### config.mk
export PLATFORM = sky130hd
export DESIGN_NAME = gf_inv_4_pipe
export DESIGN_NICKNAME = d
export VERILOG_FILES = /design/src/rtl/aes_gf_pkg.sv /design/src/rtl/gf_inv_4_s1.sv /design/src/rtl/gf_muls_2.sv /design/src/rtl/gf_inv_4_pipe.sv
export SDC_FILE = /design/constraint.sdc
export NUM_CORES = 1
export LEC_CHECK = 0
export BUFFER_PORTS_ARGS = -buffer_cell sky130_fd_sc_hd__buf_2
export CAP_MARGIN = 20
export CELL_PAD_IN_SITES_DETAIL_PLACEMENT = 1
export CELL_PAD_IN_SITES_GLOBAL_PLACEMENT = 2
export CORE_AREA = 2 2 60 62
export CTS_CLUSTER_DIAMETER = 30
export CTS_CLUSTER_SIZE = 40
export DETAILED_ROUTE_END_ITERATION = 6
export DIE_AREA = 0 0 62 64
export GPL_TIMING_DRIVEN = 0
export PLACE_DENSITY_LB_ADDON = 0.25
export SYNTH_ARGS = -nofsm -noshare
export SYNTH_HDL_FRONTEND = slang
export SYNTH_HIERARCHICAL = 1
export SYNTH_SLANG_ARGS = --single-unit
### constraint.sdc
create_clock -name clk -period 1.5 [get_ports clk]
set_clock_uncertainty 0.2 [all_clocks]
set_input_delay 0.3 -clock clk [delete_from_list [all_inputs] [get_ports clk]]
set_output_delay 0.3 -clock clk [all_outputs]
set_load 0.01 [all_outputs]
### src/rtl/aes_gf_pkg.sv
// Shared GF(2^2)/GF(2^4) types and constants for the compact AES S-box datapath.
// Normal bases: GF(2^4) as [Omega^2,Omega] over GF(2^2), GF(2^2) as [W^2,W].
package aes_gf_pkg;

  typedef logic [3:0] gf4_t;
  typedef logic [1:0] gf2_t;

  // In both normal bases the unit element has every coordinate set.
  localparam gf4_t GF4_ONE = 4'b1111;
  localparam gf2_t GF2_ONE = 2'b11;

  // Per-lane stage-1 state of the GF(2^4) inverter.
  typedef struct packed {
    gf2_t a;
    logic sa;
    gf2_t b;
    logic sb;
    gf2_t d;
  } s1_lane_t;

  // In a GF(2^2) normal basis, squaring (which equals inversion) is a coordinate swap.
  function automatic gf2_t gf2_sq(input gf2_t x);
    return {x[0], x[1]};
  endfunction

endpackage

### src/rtl/gf_inv_4_s1.sv
// Stage-1 logic of one GF(2^4) inverter lane: coordinate sums and the GF(2^2) inverse d
// of the norm term a*b + N*(a+b)^2.
module gf_inv_4_s1
  import aes_gf_pkg::*;
(
  input  gf2_t a_i,
  input  gf2_t b_i,
  output logic sa_o,
  output logic sb_o,
  output gf2_t d_o
);

  gf2_t c;

  assign sa_o = a_i[1] ^ a_i[0];
  assign sb_o = b_i[1] ^ b_i[0];

  // Norm term with the N*(a+b)^2 scaling folded into the gate expression.
  assign c[1] = ~(a_i[1] | b_i[1]) ^ ~(sa_o & sb_o);
  assign c[0] = ~(sa_o | sb_o) ^ ~(a_i[0] & b_i[0]);
  assign d_o  = gf2_sq(c);

endmodule

### src/rtl/gf_muls_2.sv
// GF(2^2) multiplier, normal basis [W^2,W], with the operands' coordinate sums supplied
// by the caller so they can be shared between multipliers.
module gf_muls_2
  import aes_gf_pkg::*;
(
  input  gf2_t a_i,
  input  logic sa_i,
  input  gf2_t b_i,
  input  logic sb_i,
  output gf2_t y_o
);

  logic abcd;

  assign abcd = ~(sa_i & sb_i);
  assign y_o  = {~(a_i[1] & b_i[1]) ^ abcd, ~(a_i[0] & b_i[0]) ^ abcd};

endmodule

### src/rtl/gf_inv_4_pipe.sv
// Two-stage pipelined GF(2^4) inverter (0 maps to 0), LANES nibbles per beat, with a
// valid/ready elastic handshake on both sides and an opaque tag carried alongside.
module gf_inv_4_pipe
  import aes_gf_pkg::*;
#(
  parameter int unsigned LANES = 1,
  parameter int unsigned TAG_W = 4
) (
  input  logic                 clk,
  input  logic                 rst_n,
  input  logic                 in_valid,
  output logic                 in_ready,
  input  logic [4*LANES-1:0]   in_data,
  input  logic [TAG_W-1:0]     in_tag,
  output logic                 out_valid,
  input  logic                 out_ready,
  output logic [4*LANES-1:0]   out_data,
  output logic [TAG_W-1:0]     out_tag
);

  s1_lane_t [LANES-1:0] in_lane;
  s1_lane_t [LANES-1:0] s1_lane_d, s1_lane_q;
  logic [TAG_W-1:0]     s1_tag_d, s1_tag_q;
  logic                 s1_valid_d, s1_valid_q;
  logic [4*LANES-1:0]   s2_res;
  logic [4*LANES-1:0]   out_data_d, out_data_q;
  logic [TAG_W-1:0]     out_tag_d, out_tag_q;
  logic                 out_valid_d, out_valid_q;
  logic                 s1_adv, s2_adv;

  for (genvar i = 0; i < LANES; i++) begin : g_lane
    gf2_t a, b, d, p, q;
    logic sa, sb, sd;

    assign a = in_data[4*i+2 +: 2];
    assign b = in_data[4*i +: 2];

    gf_inv_4_s1 u_s1 (
      .a_i  (a),
      .b_i  (b),
      .sa_o (sa),
      .sb_o (sb),
      .d_o  (d)
    );

    assign in_lane[i] = '{a: a, sa: sa, b: b, sb: sb, d: d};

    assign sd = ^s1_lane_q[i].d;

    gf_muls_2 u_pmul (
      .a_i  (s1_lane_q[i].d),
      .sa_i (sd),
      .b_i  (s1_lane_q[i].b),
      .sb_i (s1_lane_q[i].sb),
      .y_o  (p)
    );

    gf_muls_2 u_qmul (
      .a_i  (s1_lane_q[i].d),
      .sa_i (sd),
      .b_i  (s1_lane_q[i].a),
      .sb_i (s1_lane_q[i].sa),
      .y_o  (q)
    );

    assign s2_res[4*i +: 4] = {p, q};
  end

  // Ready chain looks only at registered valids and out_ready, never at in_valid.
  assign s2_adv   = !out_valid_q || out_ready;
  assign s1_adv   = !s1_valid_q || s2_adv;
  assign in_ready = s1_adv;

  always_comb begin
    s1_valid_d  = s1_valid_q;
    s1_lane_d   = s1_lane_q;
    s1_tag_d    = s1_tag_q;
    out_valid_d = out_valid_q;
    out_data_d  = out_data_q;
    out_tag_d   = out_tag_q;
    if (s1_adv) begin
      s1_valid_d = in_valid;
      if (in_valid) begin
        s1_lane_d = in_lane;
        s1_tag_d  = in_tag;
      end
    end
    if (s2_adv) begin
      out_valid_d = s1_valid_q;
      // Bubbles leave out_data untouched so invalid stage contents never surface.
      if (s1_valid_q) begin
        out_data_d = s2_res;
        out_tag_d  = s1_tag_q;
      end
    end
  end

  always_ff @(posedge clk or negedge rst_n) begin
    if (!rst_n) begin
      s1_valid_q  <= 1'b0;
      s1_lane_q   <= '0;
      s1_tag_q    <= '0;
      out_valid_q <= 1'b0;
      out_data_q  <= '0;
      out_tag_q   <= '0;
    end else begin
      s1_valid_q  <= s1_valid_d;
      s1_lane_q   <= s1_lane_d;
      s1_tag_q    <= s1_tag_d;
      out_valid_q <= out_valid_d;
      out_data_q  <= out_data_d;
      out_tag_q   <= out_tag_d;
    end
  end

  assign out_valid = out_valid_q;
  assign out_data  = out_data_q;
  assign out_tag   = out_tag_q;

endmodule

==> impl_metrics.py <==
metrics = {
    "routing": {
        "topRoutingLayerUsed": "met4",
        "drt_iter0_markers": 19,
        "dr_wl_met3_um": 85,
        "wl_per_cell_um": 12.6,
        "drc": 0,
        "wl_met2_um": 935,
        "dr.pass1.iters": 3,
        "vias": 649,
        "wl_met1_um": 803,
        "viasPerCell": 4.41,
        "ant_nets": 0,
        "wl_um": 1850,
    },
    "cells_and_area": {
        "syn_to_final_growth_pct": 22.9,
        "instances_no_fill": 147,
        "post-route-util_pct": 38.9,
        "fill_cells": 360,
        "n_antenna_cell": 0,
        "final_nets": 115,
        "drive_gt1_share_pct": 55.4,
    },
    "clocking": {
        "clock_latency_ns": 0.29,
        "cts_tree": "yes",
        "cts_buffer_depth": 2,
        "clock_sinks": 22,
        "cts_root_buf": "clkbuf_4",
        "cts_max_level": 1,
        "cts_made_buffers": 3,
        "clk_pin_slew_ns": 0.11,
    },
    "global_routing": {
        "grt_max_degree": 23,
        "gr-usage-all-layers_pct": 10.4,
        "gr-total-overflow": 0,
        "grt_pass1_vias": 663,
        "grt_pass1_wl_um": 2990,
        "antenna_found_initial": 0,
    },
    "hold_path": {
        "worstHoldStart": "in_tag[1]",
        "hp-class": "input pin to register",
    },
    "timing": {
        "timing.final.crit_share_pct": 97.8,
        "setup_violations": 0,
        "min_period_ns": 1.47,
        "holdWs_ns": 0.0306,
        "max_freq_ghz": 0.682,
        "rsz0062_at_grt": "true",
        "finalMaxSlewViolations": 0,
        "worst_slew_pin_slew_ns": 0.490,
        "slew_headroom_pct": 67.3,
        "fin_setup_tns_ns": 0,
        "finalHoldViolations": 0,
    },
    "setup_path": {
        "cp_max_fo": 2,
        "crit_family": "flip-flops",
        "critPathCaptureType": "register",
        "arrival_ns": 1.45,
        "r2r-start": "s1_lane_q[1]",
        "crit_required_ns": 1.49,
        "critical_path_depth": 4,
        "worstReg2RegEnd": "out_data[2]",
        "crit_chain": "xor2_2 -> nand2_2 -> xor2_1 -> mux2_2",
        "crit_buf_inv": 0,
        "r2r_setup_slack_ns": 0.03,
        "critPathMaxStageDelay_ns": 0.44,
        "slowest_stage": "dfrtp_2",
        "startpoint": "s1_lane_q[1]",
        "critPathKind": "register to register",
        "endpoint": "out_data[2]",
        "rr_worst_depth": 4,
        "critPathLaunchType": "register",
    },
    "run_status": {
        "outcome": "finished, final reports clean",
    },
    "synthesis": {
        "syn_area_per_cell_um2": 14.2,
        "synth_seq_cells": 22,
        "syn-cell-area_um2": 1040,
        "yosys.area_share.adder_pct": 0,
        "synth_top_area_share_pct": 53.0,
        "synth_top_family_by_area": "multiplexers",
        "yosysTopAreaCell": "dfrtp_1",
        "syn_nets": 85,
        "yosys-top-cells-area": "dfrtp_1 53%, mux2_4 14%, mux2_2 11%, xor2_1 5.9%, nand2b_1 2.4%",
        "yosys.area_share.simple_pct": 11.3,
        "yosys_warnings": 6,
        "ys_types": 17,
        "syn_inst": 73,
        "synth_mux_area_share_pct": 25.3,
        "synth_xor_area_share_pct": 5.90,
        "yosysSeqAreaShare_pct": 53.0,
        "synth_compound_area_share_pct": 3.01,
    },
    "run": {
        "cap_violations": 0,
    },
    "place": {
        "gp_congestion": 0.630,
        "dp.cells": 140,
        "io_buffers": 21,
    },
    "die": {
        "die_area_um2": 3970,
        "core_area_um2": 3280,
        "start_util_pct": 31.6,
        "rows": 21,
        "die_h_um": 64,
        "die_x_um": 62,
        "pin_count": 22,
    },
    "power": {
        "power_density_nw_per_um2": 1230,
        "cellLeakagePower_nw": 0.604,
        "irDropWorstVdd_mv": 0.276,
    },
}
[worst register-to-register path: cells and delay by family, from the launching register on]
| kind | cells | cell delay (ns) |
|---|---|---|
| xor+xnor | 2 | 0.37 |
| flops | 1 | 0.44 |
| mux | 1 | 0.26 |
| simple gates | 1 | 0.10 |
[flip-flops by register name (all words and copies together), names as in the netlist]
signal / cells
out_valid: 1
s1_lane_q: 8
s1_tag_q: 4
out_data: 4
s1_valid_q: 1
out_tag: 4
[report_power, final]
part	internal [W]	switching [W]	total, W
logic	0.000291	0.000215	0.000506
clock network	0.0000934	0.000158	0.000251
registers	0.000732	0.0000785	0.000810
total	0.00112	0.000452	0.00157
[area by class of cell]
cell class                      instances  area [µm²]  area share [%]
Sequential cell                        22         553            43.3
Multi-Input combinational cell         50         484            37.9
Timing Repair Buffer                   25         144            11.3
Tap cell                               46        57.6            4.51
Clock buffer                            3        22.5            1.76
Buffer                                  1        15.0            1.18
[worst min-delay path by stage]
| stage | endpoint | slack, ns | cells past startpoint |
|---|---|---|---|
| after floorplan | out_data[0] | -0.20 | 0 |
| after global placement | out_tag[1] | 0.09 | 1 |
| after detailed placement | out_tag[1] | 0.09 | 1 |
| after CTS | s1_tag_q[1] | 0.01 | 2 |
| after global routing | s1_tag_q[0] | 0.01 | 2 |
| final | s1_tag_q[1] | 0.03 | 2 |
[cell families (layout without fill, tap and decap cells)]
kind of cell | count (synthesis) | in the layout
flip-flops | 22 | 22
multiplexers | 20 | 20
AND/OR/NAND/NOR | 18 | 18
XOR/XNOR | 7 | 7
AO/OA/AOI/OAI | 5 | 5
buffers and inverters | 1 | 29
[stage by stage]
stage               total power [W]  cell area [µm²]  setup WS (ns)
global route                0.00168             1280        -0.0329
global placement            0.00128             1200        -0.0492
CTS                         0.00157             1250      -0.000848
finish                      0.00157             1280         0.0328
floorplan                   0.00113             1040         0.0546
detailed placement          0.00130             1200        -0.0540
[cell usage after synthesis]
cell       count
nand2_4        1
nand3b_4       1
and2b_1        1
xor2_1         7
a211oi_1       1
nand2_2        3
a21oi_1        3
nor2_1         2
nor3_1         1
dfrtp_1       22
mux2_4        10
nand2b_1       4
nand2_1        4
nand3b_1       1
mux2_2        10
buf_8          1
a2bb2oi_1      1
[layer usage]
metal / up-vias / GRT usage [%]
li1: 304 / -
met1: 326 / 12.6
met2: 17 / 16.8
met3: 2 / 1.21
met4: 0 / 6.38
met5: - / 0
[cells in the final DEF, fill, tap and decap left out, types with 3 or more instances in the layout]
| cell | instances |
|---|---|
| nand2b_1 | 4 |
| mux2_4 | 11 |
| a21oi_1 | 3 |
| mux2_2 | 9 |
| dfrtp_1 | 20 |
| nand2_1 | 4 |
| buf_2 | 20 |
| buf_4 | 3 |
| xor2_1 | 6 |
| nand2_2 | 3 |
| clkbuf_4 | 3 |
[timing repair]
item	4_1_cts	5_1_grt
setup endpoints to repair	5	5
buffers inserted	1	2
endpoints found under the hold margin	22	0
gates cloned	0	0
gates resized for setup	2	3
hold buffers	1	0
No activity file was read; power rests on OpenSTA's default activity.
